## src/rtl/gobou_ctrl.sv

```systemverilog
// gobou_ctrl: fully-connected layer sequencer for one gobou_core.
// Walks neurons one at a time, issues bias/weight/input addresses and
// replays the issue events through registered delay lines so every core
// strobe lands in step with the memory read latency.
module gobou_ctrl #(
    parameter int CWIDTH     = 12,
    parameter int IN_AWIDTH  = 12,
    parameter int W_AWIDTH   = 16,
    parameter int OUT_AWIDTH = 12,
    parameter int MEM_LAT    = 1
) (
    input  logic                  clk,
    input  logic                  xrst,
    input  logic                  req,
    input  logic [CWIDTH-1:0]     total_in,
    input  logic [CWIDTH-1:0]     total_out,
    input  logic [IN_AWIDTH-1:0]  in_base,
    input  logic [W_AWIDTH-1:0]   w_base,
    input  logic [OUT_AWIDTH-1:0] out_base,
    output logic                  busy,
    output logic                  ack,
    output logic [IN_AWIDTH-1:0]  in_addr,
    output logic [W_AWIDTH-1:0]   w_addr,
    output logic [OUT_AWIDTH-1:0] out_addr,
    output logic                  out_we,
    output logic                  accum_rst,
    output logic                  accum_we,
    output logic                  mac_oe,
    output logic                  breg_we,
    output logic                  bias_oe,
    output logic                  relu_oe
);

    typedef enum logic [2:0] {IDLE, BIAS, ACC, DRAIN, DONE} state_t;

    state_t                  state;
    logic [CWIDTH-1:0]       tin;
    logic [CWIDTH-1:0]       tout;
    logic [CWIDTH-1:0]       idx;
    logic [CWIDTH-1:0]       nrn;
    logic [IN_AWIDTH-1:0]    in_base_q;
    logic [OUT_AWIDTH-1:0]   out_base_q;
    logic [W_AWIDTH-1:0]     w_ptr;
    logic [3:0]              dcnt;

    // Issue events, true in the very cycle the matching address is on the bus.
    logic                    bias_iss;
    logic                    acc_iss;
    logic                    end_iss;

    // Delay lines: stage k is the event delayed by k+1 cycles.
    logic [MEM_LAT-1:0]      bias_d;
    logic [MEM_LAT-1:0]      acc_d;
    logic [MEM_LAT+3:0]      end_d;

    logic [CWIDTH-1:0]       idx_inc;
    logic [CWIDTH-1:0]       idx_inc2;
    logic                    acc_last;
    logic                    nrn_last;
    logic                    drain_end;

    // idx never exceeds tin-1, so idx+2 only matters when it does not wrap.
    assign idx_inc   = idx + CWIDTH'(1);
    assign idx_inc2  = idx + CWIDTH'(2);
    assign acc_last  = (idx_inc == tin);
    assign nrn_last  = (nrn == tout - CWIDTH'(1));
    assign drain_end = (dcnt == 4'(MEM_LAT + 3));

    // Layer FSM with registered addresses, busy/ack and issue events.
    always_ff @(posedge clk) begin
        if (xrst) begin
            state      <= IDLE;
            tin        <= '0;
            tout       <= '0;
            idx        <= '0;
            nrn        <= '0;
            in_base_q  <= '0;
            out_base_q <= '0;
            w_ptr      <= '0;
            dcnt       <= '0;
            busy       <= 1'b0;
            ack        <= 1'b0;
            in_addr    <= '0;
            w_addr     <= '0;
            bias_iss   <= 1'b0;
            acc_iss    <= 1'b0;
            end_iss    <= 1'b0;
        end else begin
            bias_iss <= 1'b0;
            acc_iss  <= 1'b0;
            end_iss  <= 1'b0;
            ack      <= 1'b0;
            case (state)
                IDLE: begin
                    if (req) begin
                        tin        <= total_in;
                        tout       <= total_out;
                        in_base_q  <= in_base;
                        out_base_q <= out_base;
                        nrn        <= '0;
                        if (total_out == '0) begin
                            state <= DONE;
                            ack   <= 1'b1;
                            w_ptr <= w_base;
                        end else begin
                            state    <= BIAS;
                            busy     <= 1'b1;
                            w_addr   <= w_base;
                            w_ptr    <= w_base + W_AWIDTH'(1);
                            bias_iss <= 1'b1;
                            end_iss  <= (total_in == '0);
                        end
                    end
                end
                BIAS: begin
                    if (tin == '0) begin
                        state <= DRAIN;
                        dcnt  <= '0;
                    end else begin
                        state   <= ACC;
                        idx     <= '0;
                        in_addr <= in_base_q;
                        w_addr  <= w_ptr;
                        w_ptr   <= w_ptr + W_AWIDTH'(1);
                        acc_iss <= 1'b1;
                        end_iss <= (tin == CWIDTH'(1));
                    end
                end
                ACC: begin
                    if (acc_last) begin
                        state <= DRAIN;
                        dcnt  <= '0;
                    end else begin
                        idx     <= idx_inc;
                        in_addr <= in_base_q + IN_AWIDTH'(idx_inc);
                        w_addr  <= w_ptr;
                        w_ptr   <= w_ptr + W_AWIDTH'(1);
                        acc_iss <= 1'b1;
                        end_iss <= (idx_inc2 == tin);
                    end
                end
                DRAIN: begin
                    if (drain_end) begin
                        if (nrn_last) begin
                            state <= DONE;
                            busy  <= 1'b0;
                            ack   <= 1'b1;
                        end else begin
                            state    <= BIAS;
                            nrn      <= nrn + CWIDTH'(1);
                            w_addr   <= w_ptr;
                            w_ptr    <= w_ptr + W_AWIDTH'(1);
                            bias_iss <= 1'b1;
                            end_iss  <= (tin == '0);
                        end
                    end else begin
                        dcnt <= dcnt + 4'd1;
                    end
                end
                DONE: begin
                    state <= IDLE;
                end
                default: begin
                    state <= IDLE;
                end
            endcase
        end
    end

    // Strobe delay lines; outputs are taken straight from flop stages.
    always_ff @(posedge clk) begin
        if (xrst) begin
            bias_d <= '0;
            acc_d  <= '0;
            end_d  <= '0;
        end else begin
            bias_d[0] <= bias_iss;
            acc_d[0]  <= acc_iss;
            end_d[0]  <= end_iss;
            for (int k = 1; k < MEM_LAT; k++) begin
                bias_d[k] <= bias_d[k-1];
                acc_d[k]  <= acc_d[k-1];
            end
            for (int k = 1; k < MEM_LAT + 4; k++) begin
                end_d[k] <= end_d[k-1];
            end
        end
    end

    // Output address is loaded one cycle ahead of out_we; nrn is stable in DRAIN.
    always_ff @(posedge clk) begin
        if (xrst) begin
            out_addr <= '0;
        end else if (end_d[MEM_LAT+2]) begin
            out_addr <= out_base_q + OUT_AWIDTH'(nrn);
        end
    end

    assign breg_we   = bias_d[MEM_LAT-1];
    assign accum_rst = bias_d[MEM_LAT-1];
    assign accum_we  = acc_d[MEM_LAT-1];
    assign mac_oe    = end_d[MEM_LAT];
    assign bias_oe   = end_d[MEM_LAT+1];
    assign relu_oe   = end_d[MEM_LAT+2];
    assign out_we    = end_d[MEM_LAT+3];

endmodule
```

## config.mk

```make
export PLATFORM = sky130hd
export DESIGN_NAME = gobou_ctrl
export DESIGN_NICKNAME = d
export VERILOG_FILES = /design/src/rtl/gobou_ctrl.sv
export SDC_FILE = /design/constraint.sdc
export NUM_CORES = 1
export LEC_CHECK = 0
export CAP_MARGIN = 20
export CELL_PAD_IN_SITES_DETAIL_PLACEMENT = 0
export CELL_PAD_IN_SITES_GLOBAL_PLACEMENT = 1
export CORE_AREA = 4 4 161 163
export DETAILED_ROUTE_END_ITERATION = 6
export DIE_AREA = 0 0 165 167
export PLACE_DENSITY = 0.73
export RECOVER_POWER = 50
export SLEW_MARGIN = 10
export SYNTH_ARGS = -nofsm -noshare
export SYNTH_HDL_FRONTEND = slang
export SYNTH_SLANG_ARGS = --single-unit
```

## constraint.sdc

```tcl
create_clock -name clk -period 3.26 [get_ports clk]
set_input_delay 0.326 -clock clk [delete_from_list [all_inputs] [get_ports clk]]
set_output_delay 0.326 -clock clk [all_outputs]
set_load 0.005 [all_outputs]
```

Word-level counts from Yosys, hierarchy flattened --
Index checks and enable logic that the tools add are counted.
Word-level totals: register bits after elaboration 147, output and inout bits 49, bits of input ports 67, logic and storage cells 123
Cells by class: reductions and logical operators 16, multiplexer cells 60, equality and inequality tests 18, add/sub/neg operators 9
Operators by type and width (count):
- $mux 16 | 12
- $pmux 16 s4 | 2
- $mux 12 | 7
- $pmux 12 s2 | 3
- $eq 12x12->1 | 3
- $logic_not 12->1 | 3
- $add 16x1->16 const B | 2
- $add 12x1->12 const B | 2
- $add 12x12->12 | 2
- $mux 1 | 21
- $ne 2x2->1 const B | 10
- $mux 3 | 5
- $add 12x2->12 const B | 1
- $eq 12x1->1 const B | 1
- $mux 4 | 3
- $pmux 3 s4 | 1
- $pmux 4 s3 | 1
- $sub 12x1->12 const B | 1
- $pmux 1 s2 | 4
- $reduce_and 4->1 | 2
- $reduce_and 7->1 | 1
- $eq 3x2->1 const B | 2
- $reduce_and 3->1 | 2
- $reduce_and 6->1 | 1
- other kinds (10) | 11

Longest topological paths before layout --
depth after elaboration 5, mapped depth 13, depth with buffers taken out 13

Least setup slack after synthesis --
No wires, ideal clock.
kind register to register, start register idx[1], end register in_addr[11], library setup time 0.128 ns, buffers on the path 1, required time 3.132 ns, cell stages (with the launch flop) 14, clock period less this slack 3.033 ns, setup slack 0.227 ns, data arrival time 2.906 ns, cell sequence dfxtp_1 -> ha_1 -> clkbuf_1 -> nand4_1 -> xnor2_1 -> ha_1 -> or2_2 -> o31ai_1 -> a211oi_1 -> o311a_1 -> o31a_1 -> xor2_1 -> mux2i_1 -> nor2_1
Between the ends: cells in the longest elaborated chain, start to end 4, elaborated cells between the ends (all ways) 7, those cells by class add/sub (2); eq/ne (2); mux (2); reduce/logical (1)
Ends and longest elaborated chain:
- start, declared | RTL line 39 | logic [CWIDTH-1:0] idx;
- start signal, assigned | RTL line 134 | idx <= idx_inc;
- $add 12x1->12 (*) | RTL line 63 | assign idx_inc = idx + CWIDTH'(1);
- $add 12x12->12 or $eq 12x12->1 (tied branches) | RTL line 135, 65
- $mux 12 or $ne 2x2->1 (tied branches)
- $pmux 12 s2 or $reduce_and 3->1 (tied branches)
- end signal, assigned | RTL line 122 | in_addr <= in_base_q;
- end signal, assigned | RTL line 135 | in_addr <= in_base_q + IN_AWIDTH'(idx_inc);
- end, declared | RTL line 22 | output logic [IN_AWIDTH-1:0] in_addr,
Mark *: on every way between the ends. The rest lies on a longest branch, timed or not. The select of a mux whose other input is x is not followed. A chain may end at the register's enable or synchronous reset.

Worst setup path in the final report --
start register tin[11], end register in_addr[9]
Between the ends: cells in the longest elaborated chain, start to end 3, elaborated cells between the ends (all ways) 5, those cells by class eq/ne (3); reduce/logical (2)
Ends and longest elaborated chain:
- start, declared | RTL line 37 | logic [CWIDTH-1:0] tin;
- start signal, assigned | RTL line 96 | tin <= total_in;
- $eq 12x12->1 or $logic_not 12->1 (tied branches) | RTL line 65, 116
- $ne 2x2->1 (no line)
- $reduce_and 3->1 (no line) (*)
Mark *: on every way between the ends. The rest lies on a longest branch, timed or not.

==> results.py <==
metrics = {
    "outcome": {
        "outcome": "finished, violations left",
        "violations": "capacitance limit, slew limit",
    },
    "synth": {
        "synth_edf_count": 0,
        "async_flop_share_pct": 0,
        "synthFlopType": "dfxtp_1",
        "synth.yosys.warnings": 0,
        "netlist_area_um2": 8910,
        "synth_nets": 1249,
        "syn_inst": 1150,
        "ys_seq_elements": 147,
        "ys_seq_area_share_pct": 33.03,
        "synth_cell_types": 80,
        "synth_area_per_cell_um2": 7.748,
    },
    "clock_network": {
        "cts.sinks": 147,
        "cts_tree": "done",
        "clkTransAtPathRegs_ns": 0.06,
        "cts-buffers-inserted": 17,
        "clock_latency_ns": 0.43,
        "htreeDepth": 4,
        "root_buffer": "clkbuf_16",
        "clockBufferDepth": 2,
    },
    "sta": {
        "tns_ns": 0,
        "finalHoldViolCount": 0,
        "setup_viol": 0,
        "rsz0062_at_grt": "no",
        "slew_viol_final": 35,
        "tightest_slew_ns": 1.880,
        "whs_ns": 0.4364,
        "max_freq_ghz": 0.3325,
        "slew_headroom_pct": -25.35,
        "final.setup.worst_slack_ns": 0.2522,
        "period_share_pct": 92.26,
        "fin_skew_ns": 0.01164,
        "finalCriticalPeriod_ns": 3.008,
    },
    "worst_hold_path": {
        "hold_class": "reg -> reg",
        "min_from": "bias_iss",
        "worstHoldPathCells": 1,
        "min_to": "accum_rst",
    },
    "placement": {
        "routabilityCongestion": 0.8873,
        "place_ws_ns": 0.06874,
        "dpl_cell_area_um2": 10490,
        "dp_hpwl_um": 18530,
        "placedCellCount": 1558,
        "io_buffers": 115,
    },
    "detailed_routing": {
        "wirelength_um": 25830,
        "viasPerCell": 5.339,
        "drt_iter0_drc": 519,
        "post_drt_wl_per_cell_um": 16.23,
        "drc": 0,
        "dr.pass1.iters": 5,
        "postRouteAntennaNets": 0,
        "vias": 8494,
    },
    "setup_path": {
        "timing.rr.end": "in_addr[9]",
        "cp.arrival_ns": 3.35,
        "setup.worst_path.start_class": "register",
        "reg2regPathDepth": 8,
        "r2r_setup_slack_ns": 0.25,
        "crit_type": "reg -> reg",
        "critPathMaxFanout": 31,
        "cp_data_required_time_ns": 3.60,
        "crit_path_end_kind": "register",
        "r2r-start": "tin[11]",
    },
    "global_routing": {
        "grt_remaining_overflow": 0,
        "grt_pass1_wl_um": 42810,
        "antenna_found_initial": 0,
        "grt_use_total_pct": 18.93,
        "grt_max_degree": 105,
        "grt_pass1_vias": 8179,
    },
    "floorplan": {
        "die_w_um": 165,
        "floorplan.initialDensity_pct": 36.64,
        "die_h_um": 167,
        "row_count": 57,
        "core_um2": 24320,
        "io-pin-count": 116,
        "dieArea_um2": 27560,
    },
    "power_and_ir_drop": {
        "ir_drop_v": 0.0002879,
        "p_per_area_nw_per_um2": 494.1,
        "p_leak_nw": 4.269,
        "p_total_mw": 5.471,
    },
    "run": {
        "drv_cap": 1,
    },
    "layout": {
        "num-nets-final": 1353,
        "drive_above_1_share_pct": 8.761,
        "final_cell_count_no_fill": 1591,
        "final_util_pct": 45.53,
        "num_antenna_cells": 0,
        "final_area_um2": 11070,
        "synthToLayoutAreaGrowth_pct": 24.28,
    },
}
[registers in the layout (all words and copies together), names as in the netlist, 4 cells and up]
register and cells:
out_addr 12, in_base_q 12, nrn 12, dcnt 4, w_addr 16, idx 12
tin 12, in_addr 12, out_base_q 12, tout 12, w_ptr 16, end_d 5
[layout by cell type (no fill, tap or decap), types with 12 or more instances in the layout]
master and n:
nor2b_1 12, a311oi_1 16, clkbuf_16 17, nor3_1 26, buf_4 39, clkdlybuf4s50_1 66
nand4_1 20, o21ai_0 49, nand3_1 43, mux2i_1 24, inv_1 23, a21oi_1 106
dlygate4sd3_1 48, nor4_1 17, nor2_1 96, nand2_1 194, xor2_1 24, xnor2_1 44
dfxtp_1 146, ha_1 29, or3_1 21
[routing by layer]
| metal | share of wire (%) | wire length, um | up-vias | global-route usage [%] |
|---|---|---|---|---|
| li1 | - | - | 4320 | - |
| met1 | 50 | 13040 | 3954 | 27.28 |
| met2 | 43 | 11140 | 197 | 28.91 |
| met3 | 5.2 | 1339 | 23 | 3.707 |
| met4 | 1.2 | 304 | 0 | 4.882 |
| met5 | 0 | 0 | - | 0 |
[synthesized netlist by cell type (all sizes together), types with 24 or more instances]
cell / n / area share, %
ha: 30 / 4.2
mux2i: 24 / 2.7
nor2: 97 / 4.1
dfxtp: 147 / 33
nand3: 45 / 2.6
nor3: 26 / 1.5
clkbuf: 52 / 2.2
o21ai: 50 / 2.9
nand2: 194 / 8.2
xnor2: 47 / 4.6
a21oi: 107 / 6.1
xor2: 24 / 2.4
[critical path, cell delays in order (launching register included)]
cell	delay, ns
dfxtp_1	0.34
or4_1	0.55
or4_1	0.42
or3_1	0.41
a2111oi_0	0.41
a31o_2	0.27
buf_12	0.21
a21oi_1	0.08
a221oi_2	0.23
[where the power goes]
part | total (mW) | switching (mW) | internal, mW
combinational | 1.51 | 0.836 | 0.674
sequential | 2.15 | 0.166 | 1.98
clock | 1.81 | 0.822 | 0.992
[cell families after synthesis]
group / after synthesis / share of synthesized area [%]
AOI/OAI and AO/OA: 264 / 19.30
xor gates and xnor gates: 72 / 7.232
adders and majority gates: 32 / 4.662
buffers and inverters: 99 / 4.859
DFF: 147 / 33.03
muxes: 27 / 3.117
and+or+nand+nor: 509 / 27.80
[final cells by class]
cell class,count,area [um^2]
Clock buffer,20,446.7
Clock inverter,12,83.83
Fill cell,2460,13250
Inverter,24,90.09
Multi-Input combinational cell,904,5577
Sequential cell,147,2944
Tap cell,324,405.4
Timing Repair Buffer,160,1526
[worst max-delay path by stage]
stage / cells after the start / start / slack [ns] / end
after CTS: 9 / idx[1] / 0.07 / w_ptr[4]
after global placement: 9 / idx[1] / 0.12 / w_ptr[4]
after floorplan: 13 / idx[1] / 0.23 / in_addr[11]
after detailed placement: 9 / idx[1] / 0.07 / w_ptr[4]
after global routing: 12 / idx[1] / 0.04 / in_addr[10]
final: 8 / tin[11] / 0.25 / in_addr[9]
[timing repair]
action | in CTS | in global routing
hold buffers | 0 | 0
endpoints found under the hold margin | 0 | 0
setup endpoints to repair | 0 | 17
resized for setup | 0 | 8
buffers inserted | 0 | 1
Power figures use the tool's default switching activity.
